**src/rtl/io_read_pkg.sv**
```systemverilog
// Shared definitions for the I/O read hub: default sizes, channel index
// names and the select-vector classifier used by the read decode.
package io_read_pkg;

  localparam int DEF_DATA_W = 16;
  localparam int DEF_NUM_CH = 4;
  localparam int MAX_CH     = 8;

  // Board channel assignment
  localparam int CH_SWITCH = 0;
  localparam int CH_KEYPAD = 1;
  localparam int CH_BUTTON = 2;
  localparam int CH_SPARE  = 3;

  typedef enum logic [1:0] {
    SEL_ZERO   = 2'd0,
    SEL_ONEHOT = 2'd1,
    SEL_MULTI  = 2'd2
  } sel_class_e;

  // Classify a (zero-extended) channel select as none, exactly one, or several bits set
  function automatic sel_class_e is_onehot(input logic [MAX_CH-1:0] vec);
    logic [3:0] ones;
    ones = 4'd0;
    for (int i = 0; i < MAX_CH; i++) begin
      ones = ones + {3'd0, vec[i]};
    end
    if (ones == 4'd0) begin
      return SEL_ZERO;
    end else if (ones == 4'd1) begin
      return SEL_ONEHOT;
    end else begin
      return SEL_MULTI;
    end
  endfunction

endpackage

```
**src/rtl/io_chan_filter.sv**
```systemverilog
// One input channel of the I/O read hub: two-flop synchroniser feeding a
// stable-value register, with an optional debounce counter in between.
// Build option: IOREAD_DEBOUNCE_EN enables the debounce counter; without
// it the stable value simply follows the synchronised input.
module io_chan_filter
  import io_read_pkg::*;
#(
  parameter int DATA_W    = DEF_DATA_W
`ifdef IOREAD_DEBOUNCE_EN
  ,
  parameter int DEB_LIMIT = 1000000,
  parameter int DEB_CNT_W = 20
`endif
) (
  input  logic              clock,
  input  logic              reset_n,
  input  logic [DATA_W-1:0] raw,
  output logic [DATA_W-1:0] stable,
  output logic              change
);

  logic [DATA_W-1:0] sync1;
  logic [DATA_W-1:0] sync2;
  logic [DATA_W-1:0] stable_d;

  // Two-flop synchroniser on every bit of the asynchronous device input
  always_ff @(posedge clock or negedge reset_n) begin
    if (!reset_n) begin
      sync1 <= '0;
      sync2 <= '0;
    end else begin
      sync1 <= raw;
      sync2 <= sync1;
    end
  end

`ifdef IOREAD_DEBOUNCE_EN
  logic [DEB_CNT_W-1:0] cnt;
  logic                 differs;
  logic                 cnt_hit;

  assign differs = (sync2 != stable);
  assign cnt_hit = (cnt == DEB_CNT_W'(DEB_LIMIT - 1));

  // Accept the synchronised value only once it has differed for DEB_LIMIT clocks in a row
  always_comb begin
    stable_d = stable;
    if (differs && cnt_hit) begin
      stable_d = sync2;
    end
  end

  // Count consecutive clocks of disagreement; any agreement restarts the window
  always_ff @(posedge clock or negedge reset_n) begin
    if (!reset_n) begin
      cnt <= '0;
    end else if (!differs || cnt_hit) begin
      cnt <= '0;
    end else begin
      cnt <= cnt + DEB_CNT_W'(1);
    end
  end
`else
  // Without debounce the stable value tracks the synchroniser directly
  always_comb begin
    stable_d = sync2;
  end
`endif

  // Stable-value register presented to the read mux
  always_ff @(posedge clock or negedge reset_n) begin
    if (!reset_n) begin
      stable <= '0;
    end else begin
      stable <= stable_d;
    end
  end

  // High in the cycle before stable updates, so the event flag sets on the same edge
  assign change = (stable_d != stable);

endmodule

```
**src/rtl/io_read_hub.sv**
```systemverilog
// Multi-channel I/O read hub: per-channel filtered inputs, sticky change
// flags, one-hot select decode and a registered read-data port.
// Build option: IOREAD_DEBOUNCE_EN enables per-channel debounce counters.
module io_read_hub
  import io_read_pkg::*;
#(
  parameter int DATA_W    = DEF_DATA_W,
  parameter int NUM_CH    = DEF_NUM_CH,
  parameter int DEB_LIMIT = 1000000,
  parameter int DEB_CNT_W = 20
) (
  input  logic                     clock,
  input  logic                     reset_n,
  input  logic                     ior,
  input  logic [NUM_CH-1:0]        ch_sel,
  input  logic [NUM_CH*DATA_W-1:0] ch_data,
  output logic [DATA_W-1:0]        ioread_data,
  output logic                     rdata_valid,
  output logic [NUM_CH-1:0]        ch_event,
  output logic                     sel_err
);

  logic [DATA_W-1:0] stable_arr [NUM_CH];
  logic [NUM_CH-1:0] change_vec;
  sel_class_e        sel_class;
  logic              read_ok;
  logic [NUM_CH-1:0] clr_mask;
  logic [DATA_W-1:0] read_word;

  for (genvar k = 0; k < NUM_CH; k++) begin : g_ch
    io_chan_filter #(
      .DATA_W    (DATA_W)
`ifdef IOREAD_DEBOUNCE_EN
      ,
      .DEB_LIMIT (DEB_LIMIT),
      .DEB_CNT_W (DEB_CNT_W)
`endif
    ) u_filter (
      .clock   (clock),
      .reset_n (reset_n),
      .raw     (ch_data[k*DATA_W +: DATA_W]),
      .stable  (stable_arr[k]),
      .change  (change_vec[k])
    );
  end

  assign sel_class = is_onehot(MAX_CH'(ch_sel));
  assign read_ok   = ior && (sel_class == SEL_ONEHOT);
  assign clr_mask  = read_ok ? ch_sel : '0;

  // AND-OR mux of the stable values; valid because only a one-hot select is ever used
  always_comb begin
    read_word = '0;
    for (int k = 0; k < NUM_CH; k++) begin
      read_word = read_word | (stable_arr[k] & {DATA_W{ch_sel[k]}});
    end
  end

  // Registered read port, strobe pulses and sticky change flags (a new change beats a clear)
  always_ff @(posedge clock or negedge reset_n) begin
    if (!reset_n) begin
      ioread_data <= '0;
      rdata_valid <= 1'b0;
      sel_err     <= 1'b0;
      ch_event    <= '0;
    end else begin
      rdata_valid <= read_ok;
      sel_err     <= ior && (sel_class == SEL_MULTI);
      if (read_ok) begin
        ioread_data <= read_word;
      end
      ch_event <= (ch_event & ~clr_mask) | change_vec;
    end
  end

endmodule

```
**config.mk**
```make
export PLATFORM = sky130hd
export DESIGN_NAME = io_read_hub
export DESIGN_NICKNAME = d
export VERILOG_FILES = /design/src/rtl/io_read_pkg.sv /design/src/rtl/io_chan_filter.sv /design/src/rtl/io_read_hub.sv
export SDC_FILE = /design/constraint.sdc
export NUM_CORES = 1
export LEC_CHECK = 0
export BUFFER_PORTS_ARGS = -buffer_cell sky130_fd_sc_hd__buf_2
export CORE_MARGIN = 2
export CORE_UTILIZATION = 55
export CTS_CLUSTER_SIZE = 30
export DETAILED_ROUTE_END_ITERATION = 12
export PLACE_DENSITY = 0.77
export RECOVER_POWER = 25
export SLEW_MARGIN = 10
export SYNTH_ARGS = -nofsm -noshare
export SYNTH_HDL_FRONTEND = slang
export SYNTH_SLANG_ARGS = --single-unit
```
**constraint.sdc**
```tcl
create_clock -name clock -period 2.4 [get_ports clock]
set_clock_uncertainty 0.15 [all_clocks]
set_input_delay 0 -clock clock [delete_from_list [all_inputs] [get_ports clock]]
set_output_delay 0 -clock clock [all_outputs]
set_load 0.03 [all_outputs]
```
* Word level (Yosys, flattened, before mapping)
Cells that the tools add are included.
** Storage, ports and cells
- Flip-flop bits (word level) :: 214
- Input bits :: 71
- Output and inout port bits :: 22
- Logic and storage cells :: 42
** Operators by class
- Add/subtract/negate cells :: 3
- Eq/ne operators :: 7
- Multiplexer cells :: 3
- Bitwise gates (word level) :: 10
- Reductions and logical operators :: 3
** Operator list (number)
- $and A16 B16 Y16 :: 4
- $ne A16 B16 Y1 :: 4
- $or A16 B16 Y16 :: 3
- $add A3 B1 Y4 :: 1
- $and A4 B4 Y4 :: 1
- $eq A4 B1 Y1 const B :: 1
- $logic_not A4 Y1 :: 1
- $mux W2 :: 2
- $mux W4 :: 1
- $not A4 Y4 :: 1
- $or A4 B4 Y4 :: 1
- $add A2 B1 Y3 :: 1
- $add A1 B1 Y2 :: 1
- $eq A2 B1 Y1 const B :: 1
- $eq A2 B2 Y1 const B :: 1
- $logic_and A1 B1 Y1 :: 2

* Logic depth before layout (Yosys ltp)
Gate-level depths: netlist of run 1.
- Depth after elaboration :: 12
- Mapped depth :: 12
- Gate-level depth less buffers :: 9

* Hierarchy
Synthesis of run 1 repeated with hierarchy kept, for this count alone.
** Second synthesis, totals
- Cells, all modules :: 392
- Area, all modules :: 6730.2 um2
** Modules (own cells, without submodules)
- io_chan_filter :: times used 4, cells each 69, area an instance 1372.6 um2, sequential area each 1201.2 um2
- io_read_hub :: times used 1, cells each 116, area an instance 1239.9 um2, sequential area each 550.5 um2

* Worst setup path after synthesis of run 1
No wires, ideal clock.
- Path kind :: in2reg
- Start point :: input ch_sel[1]
- End point :: register ch_event[1]
- Setup time :: 0.135 ns
- Data arrival time :: 2.202 ns
- Required time :: 2.115 ns
- Setup slack :: -0.088 ns
- Stages on the path :: 12
- Path buffers :: 3
- Path through :: buf_4 > clkbuf_1 > inv_1 > fa_1 > inv_1 > ha_1 > ha_1 > and4bb_1 > buf_6 > nand2_1 > a211oi_2 > nand3_1
** On the way
- Word-level cells in the longest chain between the ends :: 12
- Elaborated cells between the ends (all ways) :: 13
- Classes of those cells :: 3 x add/sub; 2 x eq/ne; 3 x mux; 3 x bitwise; 2 x reduce/logical
** Ends and longest elaborated chain
- start: declaration :: RTL line io_read_hub.sv:15 : input logic [NUM_CH-1:0] ch_sel,
- $add A1 B1 Y2 :: RTL line io_read_pkg.sv:26 : ones = ones + {3'd0, vec[i]};
- $add A2 B1 Y3 :: RTL line io_read_pkg.sv:26
- $add A3 B1 Y4 :: RTL line io_read_pkg.sv:26
- $eq A4 B1 Y1 :: RTL line io_read_pkg.sv:30 : end else if (ones == 4'd1) begin
- $mux W2 :: RTL line io_read_pkg.sv:30
- $mux W2 :: RTL line io_read_pkg.sv:28 : if (ones == 4'd0) begin
- $eq A2 B1 Y1 :: RTL line io_read_hub.sv:48 : assign read_ok = ior && (sel_class == SEL_ONEHOT);
- $logic_and A1 B1 Y1 :: RTL line io_read_hub.sv:48
- $mux W4 * :: RTL line io_read_hub.sv:49 : assign clr_mask = read_ok ? ch_sel : '0;
- $not A4 Y4 * :: RTL line io_read_hub.sv:72 : ch_event <= (ch_event & ~clr_mask) | change_vec;
- $and A4 B4 Y4 * :: RTL line io_read_hub.sv:72
- $or A4 B4 Y4 * :: RTL line io_read_hub.sv:72
- end signal: assignment :: RTL line io_read_hub.sv:72
- end: declaration :: RTL line io_read_hub.sv:19 : output logic [NUM_CH-1:0] ch_event,
Every way passes the cells marked *; elsewhere a longest branch is shown, timed or not.
A chain may end at the register's enable or synchronous reset.

* Worst setup path after layout of run 1
- Start point :: input ch_sel[2]
- End point :: register ioread_data[8]
** On the way
- Word-level cells in the longest chain between the ends :: 7
- Elaborated cells between the ends (all ways) :: 11
- Classes of those cells :: 2 x add/sub; 2 x eq/ne; 2 x mux; 3 x bitwise; 2 x reduce/logical
** Ends and longest elaborated chain
- $add A2 B1 Y3 :: RTL line io_read_pkg.sv:26
- $add A3 B1 Y4 :: RTL line io_read_pkg.sv:26
- $eq A4 B1 Y1 :: RTL line io_read_pkg.sv:30
- $mux W2 :: RTL line io_read_pkg.sv:30
- $mux W2 :: RTL line io_read_pkg.sv:28
- $eq A2 B1 Y1 :: RTL line io_read_hub.sv:48
- $logic_and A1 B1 Y1 :: RTL line io_read_hub.sv:48
- end signal: assignment :: RTL line io_read_hub.sv:70 : ioread_data <= read_word;
- end: declaration :: RTL line io_read_hub.sv:17 : output logic [DATA_W-1:0] ioread_data,
Parallel ways exist; a longest one is shown, timed or not.

==> reports/summary.txt, run 1 <==
Status = complete, no violations
Core area = 11900 sq um
TritonCTS clock tree = built
Clk_lat worst skew = 0.49 ns
Area Overhead vs Synth = 38.7%
Final setup viols = 0
Final Net Count = 699
Via-to-Cell Ratio = 5.20
RSZ-0062 raised after global routing = no
Seq. cell area = 5360 sq um
Synth Instances = 392
Fin crit share = 0.927
Yosys cell types = 21
Hold slack = 0.00973 ns
DR WL/cell = 19.2 um
Vias = 4091
Clock sink count = 214
Min Clock Period, post-route = 2.22 ns
Initial DRC count = 262
R2r setup slk = 0.90 ns
Max Slew Vio Count = 0
Setup CP Type = in2reg
Overall Global Routing Usage = 0.247
Final hold vios = 0
IO Port Bufs = 92
Flops & latches, synth = 214
Max Clk Rate = 450 MHz
Max-cap viol count = 0
Antenna violations before repair = 0
# fillers = 645
Top-area cell type share of the netlist area = 0.803
Synth warn = 0
Clock slew at reported path FFs = 0.06 ns
Row count = 40
Hold WC Path Type = in2reg
PwrDens = 926 nW/um^2
Die W = 114 um
DRT Pass-1 Iters = 4
LEAKAGE = 4.12 nW
First-pass GRT wire length = 23.9 mm
Slew margin rel. = 0.580
Top post-synthesis cells by area = dfrtp_1, xnor2_1, xor2_1
Crit. End Element = register
Hold endpoint = g_ch[2].u_filter.sync1[8]$_DFF_PN0_
Detailed Route WL = 15.1 mm
Die H = 114 um
Reg-to-Reg Start = g_ch[0].u_filter.stable[1]$_DFF_PN0_
Multi-input logic area = 1210 sq um
Filler-free cell count of the finished design = 787
Maximum vdd drop = 0.797 mV
Worst-Margin Slew = 0.630 ns
Post-Syn Area = 6670 sq um
Post-route setup slack = 0.176 ns
Share of layout cells above drive strength 1 = 0.217
H-Tree Depth = 1
Post_cts resized = 0
Data arrival time of the critical path = 2.46 ns
DRT antenna net count = 0
Largest fanout on the critical path = 24
Synthesized area per cell = 17.0 sq um
Dpl cells = 629
CTS root buffer = clkbuf_16
I/O pin total = 93
Setup TNS = 0 ns
RR Endpoint = ch_event[0]$_DFF_PN0_
WHS Path Cells = 2
Critical Path Start Type = input port
Final core occ = 0.776
Global-route congestion overflow total = 0
Die area = 13000 sq um
Dominant cell type by area after synthesis = dfrtp_1
Pre-CTS WS = -0.0374 ns
ANT cells = 0
Register-to-Register Path Depth = 3
Gp weighted congestion = 0.780
WP data required = 2.64 ns
Vias in the first global route = 4601
Starting Density = 0.560
Total CTS buffers = 21
Drc violations = 0
Maximum clock path buffer count = 3
Detailed placement HPWL = 7.91 mm
Syn Nets = 466
Sequential area share after synthesis = 0.803
Hold_sp = ch_data[40]
Largest net degree at the start of global routing = 83
[cell usage after synthesis (all sizes together)]
library cell	number
nor2	16
fa	1
a22oi	32
ha	2
nand2	4
dfrtp	214
nor4	8
clkbuf	2
and4bb	1
a31oi	16
nand4	8
buf	10
o21a	1
a211oi	4
xor2	32
xnor2	32
nand3	4
inv	5
[logic make-up after synthesis]
group	after synthesis	share of synthesized area
simple gates	41	0.0315
flops	214	0.803
fa+ha+maj	3	0.00676
xor+xnor	64	0.0841
buf+inv	17	0.0148
compound gates	53	0.0597
[through the flow]
| stage | instance area [sq um] | power (W) |
|---|---|---|
| final | 9250 | 0.00856 |
| after floorplan | 6670 | 0.00463 |
| after global placement | 7330 | 0.00499 |
| after CTS | 9250 | 0.00857 |
| after detailed placement | 7330 | 0.00503 |
| after global routing | 9250 | 0.00887 |
[layout make-up]
cell class	count	area share
clock buffers	26	0.0589
inverters	5	0.00203
repair buffers	222	0.190
clock inverters	12	0.0188
well taps	147	0.0199
multi-input cells	161	0.131
flip-flops and latches	214	0.579
[routing by layer]
layer  vias up  global-route usage  wire (um)
met2       141               0.440       8130
li1       1799                   -          -
met4         0               0.104        631
met1      2100               0.288       5510
met3        51              0.0593        870
met5         -                   0          0
[sequential cells by signal (all words and copies together) (netlist names)]
| name | flops |
|---|---|
| g_ch.u_filter.stable | 64 |
| ioread_data | 16 |
| rdata_valid | 1 |
| ch_event | 4 |
| sel_err | 1 |
| g_ch.u_filter.stable_d | 64 |
| g_ch.u_filter.sync1 | 64 |
[power breakdown]
group | switching (W) | internal [W] | total [W]
Sequential | 0.000196 | 0.00390 | 0.00409
Clock | 0.00134 | 0.00206 | 0.00340
Combinational | 0.000638 | 0.000426 | 0.00106
[critical path, cell delays in order]
cell and delay [ns]:
dlygate4sd3_1 0.54, buf_2 0.26, ha_1 0.27, ha_1 0.31, and4bb_1 0.45, buf_4 0.32, nor2_1 0.10, a31oi_1 0.21
[placed cells by master (no fill, tap or decap), types with 5 or more instances in the layout]
| cell | synthesis | routed |
|---|---|---|
| xnor2_1 | 32 | 32 |
| buf_4 | 4 | 9 |
| dlygate4sd3_1 | 0 | 120 |
| nor2_1 | 16 | 16 |
| nor4_1 | 8 | 8 |
| inv_1 | 5 | 5 |
| xor2_1 | 32 | 32 |
| clkbuf_16 | 0 | 21 |
| a31oi_1 | 16 | 16 |
| dfrtp_1 | 214 | 214 |
| nand4_1 | 8 | 8 |
| a22oi_1 | 32 | 32 |
| clkbuf_1 | 2 | 6 |
| buf_2 | 4 | 90 |
[timing repair]
item	4_1_cts	5_1_grt
buffers inserted	0	0
hold buffers	120	0
endpoints found under the hold margin	293	0
[worst max path at each step]
stage	from	end	slack [ns]	cells past startpoint
after detailed placement	ch_sel[0]	ioread_data[9]$_DFFE_PN0N_	-0.04	10
after global placement	ch_sel[0]	ioread_data[1]$_DFFE_PN0N_	0.06	10
after floorplan	ch_sel[0]	ch_event[1]$_DFF_PN0_	0.004	12
after global routing	ch_sel[2]	ioread_data[8]$_DFFE_PN0N_	0.11	8
after CTS	ch_sel[2]	ioread_data[4]$_DFFE_PN0N_	0.26	8
final	ch_sel[2]	ioread_data[8]$_DFFE_PN0N_	0.18	8
Note: power is estimated with default switching activity, not from simulation.
==> run 2: changes to the inputs <==
- BUFFER_PORTS_ARGS: -buffer_cell sky130_fd_sc_hd__buf_2 -> unset
- CELL_PAD_IN_SITES_DETAIL_PLACEMENT: unset -> 1
- CELL_PAD_IN_SITES_GLOBAL_PLACEMENT: unset -> 1
- CTS_CLUSTER_DIAMETER: unset -> 40
- DONT_BUFFER_PORTS: unset -> 1
- PLACE_DENSITY: 0.77 -> unset
- PLACE_DENSITY_LB_ADDON: unset -> 0.1
==> reports/summary.txt, run 2 <==
Synth Instances = 392
Proportion of synthesized area in mux cells = 0
Top post-synthesis cells by area = dfrtp_1, xnor2_1, xor2_1
Top post-synthesis cells by count = dfrtp_1, a22oi_1, xnor2_1, xor2_1
Die H = 114 um
Status = stopped before the end
I/O pin total = 93
Post_cts resized = 0
Gp weighted congestion = 0.773
Adder-Cell Fraction of Synth Area = 0.00676
Flops & latches, synth = 214
Post-synth EDFFs = 0
Synth Area in XOR/XNOR = 0.0841
Die W = 114 um
Post-Syn Area = 6670 sq um
Starting Density = 0.560
Syn Nets = 466
Top-area cell type share of the netlist area = 0.803
Sequential area share after synthesis = 0.803
Largest family of logic cells by synthesized area = XOR/XNOR gates
Synthesized area per cell = 17.0 sq um
Top FF cell, synth = dfrtp_1
Yosys cell types = 21
Total CTS buffers = 26
Fail Step = 4_1_cts
Post-synthesis compound-gate area fraction = 0.0597
Stop err = [ERROR RSZ-0060] Max buffer count reached.
Clock sink count = 214
Row count = 40
FFs w/ async S/R, synth = 1.00
Detailed placement HPWL = 7.84 mm
Hold Buf Count CTS = 116
Postcts setup bufs = 0
Top-count cell post-synth = dfrtp_1
Post-Synth Simple-Gate Area = 0.0315
CTS root buffer = clkbuf_16
Maximum clock path buffer count = 3
Dominant cell type by area after synthesis = dfrtp_1
IO Port Bufs = 0
Synth warn = 0
H-Tree Depth = 1
[run 2: stage by stage]
| stage | utilization | hold WS [ns] | instances | setup WS (ns) | instance area, sq um |
|---|---|---|---|---|---|
| floorplan | - | -0.446 | 392 | 0.00392 | 6670 |
| global placement | 0.570 | -0.439 | 530 | 0.185 | 6790 |
| detailed placement | 0.570 | -0.440 | 530 | 0.101 | 6790 |
[run 2: cells by family after synthesis]
group	Yosys count
DFF	214
xor gates and xnor gates	64
AOI/OAI and AO/OA	53
and+or+nand+nor	41
buffers and inverters	17
adders and majority gates	3
==> run 3: changes to the inputs <==
- CELL_PAD_IN_SITES_DETAIL_PLACEMENT: 1 -> unset
- CELL_PAD_IN_SITES_GLOBAL_PLACEMENT: 1 -> unset
- CORE_UTILIZATION: 55 -> 40
- CTS_CLUSTER_DIAMETER: 40 -> unset
- CTS_CLUSTER_SIZE: 30 -> unset
- PLACE_DENSITY_LB_ADDON: 0.1 -> 0.15
==> reports/summary.txt, run 3 <==
H-Tree Depth = 1
FFs w/ async S/R, synth = 1.00
Sequential area share after synthesis = 0.803
Syn Nets = 466
Clock sink count = 214
Die H = 133 um
Row count = 47
Fail Step = 4_1_cts
Flops & latches, synth = 214
Post-Syn Area = 6670 sq um
Status = stopped before the end
Maximum clock path buffer count = 3
Post-Synth Simple-Gate Area = 0.0315
Top post-synthesis cells by area = dfrtp_1, xnor2_1, xor2_1
Dominant cell type by area after synthesis = dfrtp_1
Top-count cell post-synth = dfrtp_1
CTS root buffer = clkbuf_16
Stop err = [ERROR RSZ-0060] Max buffer count reached.
Synth Instances = 392
I/O pin total = 93
Postcts setup bufs = 0
Synth Area in XOR/XNOR = 0.0841
Starting Density = 0.405
Largest family of logic cells by synthesized area = XOR/XNOR gates
Total CTS buffers = 24
Die W = 133 um
Post-synth EDFFs = 0
Post_cts resized = 0
Yosys cell types = 21
IO Port Bufs = 0
Adder-Cell Fraction of Synth Area = 0.00676
Hold Buf Count CTS = 130
Gp weighted congestion = 0.740
Post-synthesis compound-gate area fraction = 0.0597
Top post-synthesis cells by count = dfrtp_1, a22oi_1, xnor2_1, xor2_1
Proportion of synthesized area in mux cells = 0
Top FF cell, synth = dfrtp_1
Synthesized area per cell = 17.0 sq um
Detailed placement HPWL = 7.63 mm
Top-area cell type share of the netlist area = 0.803
Synth warn = 0
==> run 3: cell counts after synthesis <==
Identical to the previous run, type by type.
==> run 3: kinds of logic after synthesis <==
kind of cell,Yosys count
simple gates,41
compound gates,53
fa+ha+maj,3
flops,214
buf+inv,17
xor+xnor,64
==> run 3: metrics by stage <==
| step | instance area (sq um) | instances | setup WS [ns] |
|---|---|---|---|
| detailed placement | 6880 | 602 | 0.0984 |
| floorplan | 6670 | 392 | 0.00392 |
| global placement | 6880 | 602 | 0.127 |
